$ cat src/rtl/spi_sample_rx_if.sv
`timescale 1ns/1ps
// Output channel of spi_sample_rx: one received sample plus its valid/ready handshake.
interface spi_sample_rx_if #(
   parameter int FRAME_BITS = 11
);
   logic                  out_valid;
   logic                  out_ready;
   logic                  out_sign;
   logic [FRAME_BITS-2:0] out_mag;
   logic [FRAME_BITS-1:0] out_2c;

   modport master (
      output out_valid,
      output out_sign,
      output out_mag,
      output out_2c,
      input  out_ready
   );

   modport slave (
      input  out_valid,
      input  out_sign,
      input  out_mag,
      input  out_2c,
      output out_ready
   );
endinterface

$ cat src/rtl/spi_sample_rx.sv
`timescale 1ns/1ps
// SPI slave receiver for sign-magnitude sample frames, oversampled in the clk domain.
// Latency: ncs pin rise to out_valid/frame_err high is SYNC_STAGES+2 clk.
// Backpressure: one-entry output register; a new frame overwrites unread data and sets overrun.
module spi_sample_rx #(
   parameter int FRAME_BITS  = 11,
   parameter int SYNC_STAGES = 2
) (
   input  logic                clk,
   input  logic                reset,
   input  logic                sclk,
   input  logic                sdi,
   input  logic                ncs,
   input  logic                ovr_clear,
   spi_sample_rx_if.master     outIf,
   output logic                frame_err,
   output logic                overrun,
   output logic [15:0]         frame_cnt,
   output logic [7:0]          err_cnt
);

   localparam int CNT_W = $clog2(FRAME_BITS + 2);
   localparam logic [CNT_W-1:0] CNT_FULL = CNT_W'(FRAME_BITS);
   localparam logic [CNT_W-1:0] CNT_SAT  = CNT_W'(FRAME_BITS + 1);

   typedef enum logic [1:0] {
      WAIT_IDLE,
      IDLE,
      SHIFT,
      CHECK
   } state_t;

   typedef struct packed {
      logic                  sign;
      logic [FRAME_BITS-2:0] mag;
   } sample_t;

   // Synchronisers reset to 0 so a low ncs at reset release never looks like a frame start.
   logic [SYNC_STAGES-1:0] sclkSync;
   logic [SYNC_STAGES-1:0] sdiSync;
   logic [SYNC_STAGES-1:0] ncsSync;
   logic                   sclkHist;
   logic                   ncsHist;

   always_ff @(posedge clk or posedge reset) begin
      if (reset) begin
         sclkSync <= '0;
         sdiSync  <= '0;
         ncsSync  <= '0;
         sclkHist <= 1'b0;
         ncsHist  <= 1'b0;
      end else begin
         sclkSync <= {sclkSync[SYNC_STAGES-2:0], sclk};
         sdiSync  <= {sdiSync[SYNC_STAGES-2:0], sdi};
         ncsSync  <= {ncsSync[SYNC_STAGES-2:0], ncs};
         sclkHist <= sclkSync[SYNC_STAGES-1];
         ncsHist  <= ncsSync[SYNC_STAGES-1];
      end
   end

   logic sclkS;
   logic sdiS;
   logic ncsS;
   logic sclkRise;
   logic ncsFall;
   logic ncsRise;

   assign sclkS    = sclkSync[SYNC_STAGES-1];
   assign sdiS     = sdiSync[SYNC_STAGES-1];
   assign ncsS     = ncsSync[SYNC_STAGES-1];
   assign sclkRise = sclkS & ~sclkHist;
   assign ncsFall  = ~ncsS & ncsHist;
   assign ncsRise  = ncsS & ~ncsHist;

   state_t state;
   state_t stateNext;
   logic   clearShift;
   logic   shiftEn;

   always_ff @(posedge clk or posedge reset) begin
      if (reset) begin
         state <= WAIT_IDLE;
      end else begin
         state <= stateNext;
      end
   end

   always_comb begin
      stateNext  = state;
      clearShift = 1'b0;
      shiftEn    = 1'b0;
      case (state)
         WAIT_IDLE: begin
            if (ncsS) begin
               stateNext = IDLE;
            end
         end
         IDLE: begin
            if (ncsFall) begin
               clearShift = 1'b1;
               stateNext  = SHIFT;
            end
         end
         SHIFT: begin
            // An sclk edge coinciding with the ncs rise is dropped, not counted.
            if (ncsRise) begin
               stateNext = CHECK;
            end else if (sclkRise) begin
               shiftEn = 1'b1;
            end
         end
         CHECK: begin
            stateNext = IDLE;
         end
         default: begin
            stateNext = WAIT_IDLE;
         end
      endcase
   end

   logic [FRAME_BITS-1:0] shiftReg;
   logic [CNT_W-1:0]      bitCnt;

   always_ff @(posedge clk or posedge reset) begin
      if (reset) begin
         shiftReg <= '0;
         bitCnt   <= '0;
      end else if (clearShift) begin
         shiftReg <= '0;
         bitCnt   <= '0;
      end else if (shiftEn) begin
         shiftReg <= {shiftReg[FRAME_BITS-2:0], sdiS};
         if (bitCnt != CNT_SAT) begin
            bitCnt <= bitCnt + CNT_W'(1);
         end
      end
   end

   sample_t               rxSample;
   logic [FRAME_BITS-1:0] magExt;
   logic [FRAME_BITS-1:0] rx2c;
   logic                  commit;
   logic                  reject;

   // Negating a zero magnitude yields zero, so negative zero maps to 0 naturally.
   assign rxSample = sample_t'(shiftReg);
   assign magExt   = {1'b0, rxSample.mag};
   assign rx2c     = rxSample.sign ? -magExt : magExt;
   assign commit   = (state == CHECK) && (bitCnt == CNT_FULL);
   assign reject   = (state == CHECK) && (bitCnt != CNT_FULL);

   logic                  outValidQ;
   logic                  outSignQ;
   logic [FRAME_BITS-2:0] outMagQ;
   logic [FRAME_BITS-1:0] out2cQ;

   always_ff @(posedge clk or posedge reset) begin
      if (reset) begin
         outValidQ <= 1'b0;
         outSignQ  <= 1'b0;
         outMagQ   <= '0;
         out2cQ    <= '0;
         frame_cnt <= '0;
      end else if (commit) begin
         outValidQ <= 1'b1;
         outSignQ  <= rxSample.sign;
         outMagQ   <= rxSample.mag;
         out2cQ    <= rx2c;
         frame_cnt <= frame_cnt + 16'd1;
      end else if (outValidQ && outIf.out_ready) begin
         outValidQ <= 1'b0;
      end
   end

   always_ff @(posedge clk or posedge reset) begin
      if (reset) begin
         overrun   <= 1'b0;
         frame_err <= 1'b0;
         err_cnt   <= '0;
      end else begin
         frame_err <= reject;
         if (commit && outValidQ && !outIf.out_ready) begin
            overrun <= 1'b1;
         end else if (ovr_clear) begin
            overrun <= 1'b0;
         end
         if (reject && (err_cnt != 8'hFF)) begin
            err_cnt <= err_cnt + 8'd1;
         end
      end
   end

   assign outIf.out_valid = outValidQ;
   assign outIf.out_sign  = outSignQ;
   assign outIf.out_mag   = outMagQ;
   assign outIf.out_2c    = out2cQ;

endmodule

$ cat src/flat_wrapper.sv
// flat-port wrapper written by rule: the top's interface ports become plain ports
module spi_sample_rx_flat 
#(
   parameter int FRAME_BITS  = 11,
   parameter int SYNC_STAGES = 2
)
  (clk, reset, sclk, sdi, ncs, ovr_clear, frame_err, overrun, frame_cnt, err_cnt, outIf_out_valid, outIf_out_sign, outIf_out_mag, outIf_out_2c, outIf_out_ready);
  spi_sample_rx_if #(.FRAME_BITS(FRAME_BITS)) outIf_i ();
  input  logic clk;
  input  logic reset;
  input  logic sclk;
  input  logic sdi;
  input  logic ncs;
  input  logic ovr_clear;
  output logic frame_err;
  output logic overrun;
  output logic [15:0] frame_cnt;
  output logic [7:0] err_cnt;
  output wire logic [$bits(outIf_i.out_valid)-1:0] outIf_out_valid;
  output wire logic [$bits(outIf_i.out_sign)-1:0] outIf_out_sign;
  output wire logic [$bits(outIf_i.out_mag)-1:0] outIf_out_mag;
  output wire logic [$bits(outIf_i.out_2c)-1:0] outIf_out_2c;
  input wire logic [$bits(outIf_i.out_ready)-1:0] outIf_out_ready;
  assign outIf_out_valid = outIf_i.out_valid;
  assign outIf_out_sign = outIf_i.out_sign;
  assign outIf_out_mag = outIf_i.out_mag;
  assign outIf_out_2c = outIf_i.out_2c;
  assign outIf_i.out_ready = outIf_out_ready;
  spi_sample_rx #(.FRAME_BITS(FRAME_BITS), .SYNC_STAGES(SYNC_STAGES)) u_core (.clk(clk), .reset(reset), .sclk(sclk), .sdi(sdi), .ncs(ncs), .ovr_clear(ovr_clear), .outIf(outIf_i), .frame_err(frame_err), .overrun(overrun), .frame_cnt(frame_cnt), .err_cnt(err_cnt));
endmodule
$ cat config.mk
export PLATFORM = sky130hd
export DESIGN_NAME = spi_sample_rx_flat
export DESIGN_NICKNAME = d
export VERILOG_FILES = /design/src/rtl/spi_sample_rx_if.sv /design/src/rtl/spi_sample_rx.sv /design/src/flat_wrapper.sv
export SDC_FILE = /design/constraint.sdc
export NUM_CORES = 1
export LEC_CHECK = 0
export CAP_MARGIN = 20
export CELL_PAD_IN_SITES_DETAIL_PLACEMENT = 1
export CELL_PAD_IN_SITES_GLOBAL_PLACEMENT = 1
export CORE_UTILIZATION = 41
export DETAILED_ROUTE_END_ITERATION = 10
export PLACE_DENSITY_LB_ADDON = 0.12
export SLEW_MARGIN = 40
export SYNTH_ARGS = -nofsm -noshare
export SYNTH_HDL_FRONTEND = slang
export SYNTH_SLANG_ARGS = --single-unit
$ cat constraint.sdc
create_clock -name clk -period 4.9 [get_ports clk]
set_clock_uncertainty 0.2 [all_clocks]
set_input_delay 0.98 -clock clk [delete_from_list [all_inputs] [get_ports clk]]
set_output_delay 0.98 -clock clk [all_outputs]
set_load 0.005 [all_outputs]
Word level (Yosys, flattened, before mapping)
Cells that the tools add are included.
- output and inout port bits: 49
- input bits: 7
- register bits: 74
- equality and inequality tests: 10
- mux-type cells: 19
- add/subtract/negate cells: 4
- bitwise logic cells: 6
- reductions and logical operators: 14
- operators by type and width (operator ; number):
    2-to-1 mux 11 bit ; 3
    adder 16 x 1 -> 16 bit, second input constant ; 1
    2-to-1 mux 4 bit ; 3
    negation 10 -> 11 bit ; 1
    2-to-1 mux 1 bit ; 9
    adder 8 x 1 -> 8 bit, second input constant ; 1
    != test 4 bit, second input constant ; 2
    != test 8 bit, second input constant ; 1
    one-hot mux 2 bit (4 select lines) ; 1
    nonzero test 2 bit ; 4
    logical AND 1 bit ; 6
    2-to-1 mux 2 bit ; 3
    != test 2 x 1 -> 1 bit, second input constant ; 3
    adder 4 x 1 -> 4 bit, second input constant ; 1
    equality test 2 bit, second input constant ; 2
    equality test 4 bit, second input constant ; 1
    AND 1 bit ; 3
    NOT 1 bit ; 3
    AND reduction 3 bit ; 1
    equality test 2 x 1 -> 1 bit, second input constant ; 1
    logical NOT 2 bit ; 1
    AND reduction 2 bit ; 1
    logical NOT 1 bit ; 1

Depth between registers and ports, before layout
- word-level depth: 7
- depth in mapped cells: 7

Least setup slack after synthesis
OpenSTA, ideal clock, no wires.
- path kind: register -> register
- start point: register u_core.shiftReg[2], in the netlist u_core.rxSample[2]
- end point: register u_core.out2cQ[9], in the netlist u_core.outIf.out_2c[9]
- data required time: 4.570 ns
- arrival: 1.445 ns
- cell stages (with the launch flop): 6
- path slack: 3.125 ns
- library setup time: 0.130 ns
- cells stage by stage: dfrtp_1 -> or3_1 -> buf_6 -> o41ai_2 -> xor2_1 -> o21ai_1
- cells in the longest elaborated chain, start to end: 2
- RTL lines (what ; RTL line ; source):
    from (decl) ; spi_sample_rx.sv:121 ; logic [FRAME_BITS-1:0] shiftReg;
    from (signal assigned) ; spi_sample_rx.sv:132 ; shiftReg <= {shiftReg[FRAME_BITS-2:0], sdiS};
    negation 10 -> 11 bit ; spi_sample_rx.sv:148 ; assign rx2c = rxSample.sign ? -magExt : magExt;
    2-to-1 mux 11 bit ; spi_sample_rx.sv:148 ;
    to (signal assigned) ; spi_sample_rx.sv:168 ; out2cQ <= rx2c;
    to (decl) ; spi_sample_rx.sv:155 ; logic [FRAME_BITS-1:0] out2cQ;
No other way between the ends.
A chain may end at the register's enable or synchronous reset.

Final worst setup path
- start point: register u_core.frame_cnt[3]
- end point: output frame_cnt[3]
- RTL lines (what ; RTL line ; source):
    from (decl) ; spi_sample_rx.sv:18 ; output logic [15:0] frame_cnt,
    from (signal assigned) ; spi_sample_rx.sv:169 ; frame_cnt <= frame_cnt + 16'd1;
    to (decl) ; flat_wrapper.sv:17 ; output logic [15:0] frame_cnt;
No word-level cell between the ends.

==> flow_summary.toml <==
[status]
status = "completed"

[cts]
ctsHoldBuffers = 0
cts_max_level = 3
cts_tree = "done"
root_buffer = "sky130_fd_sc_hd__clkbuf_8"
tritoncts_num_sinks = 73
cts_setup_buffers = 0
cts-root-to-sink-buffers = 2
tritoncts.num_buffers = 9
clk_pin_slew_ns = 0.07
clk-insertion-delay-late_ns = 0.33
postCtsResizedCells = 0

[layout]
mostFrequentLayoutCell = "sky130_fd_sc_hd__nand2_1"
final_cell_mix = "75 x sky130_fd_sc_hd__nand2_1, 73 x sky130_fd_sc_hd__dfrtp_1, 55 x sky130_fd_sc_hd__clkdlybuf4s50_1"
syn_to_final_growth_pct = 25.6
nets = 385
insertedDiodeCount = 0
post_route_cells_drive_above_1_share = 0.0697
layout.filler_cells = 872

[timing]
finalSetupViolCount = 0
slew_violations = 0
setup-tns-final_ns = 0
grt_setup_unrepaired = "false"
final_min_period_over_clock_period = 0.512
min_hold_slack_ns = 0.150
finalWorstPathRequiredPeriod_ns = 2.51
final_hold_viol_count = 0
top_achievable_clock_speed_ghz = 0.399
timing.slew.headroom = 0.588
worst-slew-pin-transition_ns = 0.618

[power]
power-per-cell-area_nw_per_um2 = 367
leakagePower_nw = 1.87
post-layout-total-power_mw = 1.50
peakVddDrop_mv = 0.182

[grt]
grt_antenna_before_repair = 0
global_route.usage.met3 = 0.0318
first_global_vias = 2457
first_pass_grt_wire_length_mm = 11.7
met2_usage = 0.297
grt_start_max_net_pins = 50
top_usage_layer = "met2"
gr-usage-met1 = 0.238
gr-total-overflow = 0
groute.usage.overall = 0.180

[floorplanning]
ioPinCount = 56
floorplan.die_area_um2 = 8300
fp-row-count = 32
die_w_um = 91.1
core-area_um2 = 7690
dieHeight_um = 91.1
initial_core_util = 0.423

[routing]
average_wire_per_cell_in_the_routed_design_um = 14.1
first_iter_violations = 52
ant_nets = 0
post_route_drc_violation_count = 0
route.detailed.vias_per_inst = 5.02
drt-pass1-iter-count = 4
via_count = 2386
route.final.wire_length_mm = 6.70

[worst_hold_path]
hp-start = "u_core.sclkSync[0]$_DFF_PP0_"
worstHoldPathType = "reg2reg"
min_to = "u_core.sclkSync[1]$_DFF_PP0_"
timing.hold.worst_path_depth = 0

[synthesis]
ys_ff_latch = 73
post_synth_inst_count = 315
ys_types = 40
synth_sequential_area_ratio = 0.561
mappedNetlistArea_um2 = 3250
synth_warnings = 0
postSynthAreaPerCell_um2 = 10.3
synth_fp_nets = 332

[critical_path]
cp_max_fanout = 6
regToRegSetupSlack_ns = 2.63
cpMaxStageDelayCell = "sky130_fd_sc_hd__clkdlybuf4s50_1"
cp_top_family = "buffers and inverters"
reg2reg_from = "u_core.state[0]$_DFFE_PP0P_"
cpPeakStageDelay_ns = 0.54
cp-end-kind = "primary output"
path_buf_inv = 1
rr_worst_depth = 5
worstReg2RegEnd = "u_core.frame_cnt[10]$_DFFE_PP0P_"
startpoint_type = "flip-flop"
timing.critical_path.cells = "clkdlybuf4s50_1"
worst-endpoint-arrival_ns = 1.33
timing.setup.critical_path_class = "reg2out"
cp_data_required_time_ns = 3.72

[placed_design]
gp_routability_congestion = 0.735
place_hpwl_mm = 4.76
buffer_ports.inserted = 55

[flow_run]
drv_cap = 0
[through the flow]
stage	instances	area, um2	util	setup WS [ns]
floorplan	315	3250	-	1.87
CTS	475	4090	0.532	2.37
detailed placement	459	3880	0.505	2.43
finish	475	4090	0.532	2.39
global placement	459	3880	0.505	2.14
global route	475	4090	0.532	2.34
[area by class of cell]
class                      count  area [um2]  share of cell area
tap                          102         128              0.0312
sequential                    73        1830               0.447
multi-input combinational    216        1320               0.322
clock buffer                  14         173              0.0422
timing repair buffer          57         566               0.138
clock inverter                 2        35.0             0.00857
inverter                      11        43.8              0.0107
[worst max-delay path by stage]
stage / slack, ns / end / depth (start not counted) / from
floorplan: 1.87 / u_core.bitCnt[0]$_DFFE_PP0P_ / 1 / reset
CTS: 2.37 / frame_cnt[3] / 1 / u_core.frame_cnt[3]$_DFFE_PP0P_
detailed placement: 2.43 / u_core.bitCnt[0]$_DFFE_PP0P_ / 3 / reset
global placement: 2.14 / u_core.bitCnt[2]$_DFFE_PP0P_ / 3 / reset
finish: 2.39 / frame_cnt[3] / 1 / u_core.frame_cnt[3]$_DFFE_PP0P_
global route: 2.34 / frame_cnt[6] / 1 / u_core.frame_cnt[6]$_DFFE_PP0P_
[state kept, by name (all words and copies together) (netlist names)]
signal / cells
u_core.state: 2
u_core.sclkHist: 1
u_core.sclkSync: 2
u_core.err_cnt: 8
u_core.outIf.out_sign: 1
u_core.ncsHist: 1
u_core.bitCnt: 4
u_core.outIf.out_valid: 1
u_core.frame_cnt: 16
u_core.sdiSync: 2
u_core.rxSample: 11
u_core.outIf.out_mag: 9
u_core.overrun: 1
u_core.ncsSync: 2
u_core.outIf.out_2c: 11
u_core.frame_err: 1
[synth_stat cells (all sizes together)]
cell	n	area, um2
a2bb2oi	1	8.76
nor2b	2	12.5
clkbuf	12	45.0
and2	3	18.8
nor3	6	30.0
nor3b	1	7.51
a31oi	2	12.5
nor2	7	26.3
nand3b	1	7.51
a21oi	14	70.1
buf	3	23.8
o21ai	16	80.1
inv	11	41.3
nand2	75	282
nand2b	5	31.3
a211oi	1	7.51
mux2i	3	30.0
or3	3	18.8
nand4b	1	8.76
and3b	1	8.76
o31ai	1	7.51
a2111oi	1	15.0
ha	10	125
and4b	1	10.0
o41ai	4	57.6
and3	1	6.26
or2	1	6.26
xnor2	10	87.6
nor4	1	6.26
nand4	5	31.3
xor2	19	166
and4	3	26.3
o22ai	1	6.26
nand3	12	60.1
mux2	4	45.0
dfrtp	73	1830
[routing by layer]
layer  wire length, um  share of wire
met1              3150           0.47
met2              3280           0.49
met3               187          0.028
met4                83          0.012
met5                 0              0
[power by group]
group	total, mW	internal, mW	leakage, nW	switching, mW
registers	0.713	0.656	0.983	0.0570
clock network	0.483	0.277	0.107	0.206
logic	0.304	0.143	0.784	0.161
[cells by family after synthesis]
| family | count (synthesis) | synth area share |
|---|---|---|
| fa+ha+maj | 10 | 0.0384 |
| flops | 73 | 0.561 |
| simple gates | 129 | 0.184 |
| mux | 7 | 0.0231 |
| xor+xnor | 29 | 0.0780 |
| buf+inv | 26 | 0.0338 |
| compound gates | 41 | 0.0815 |
Note: power is estimated with default switching activity, not from simulation.
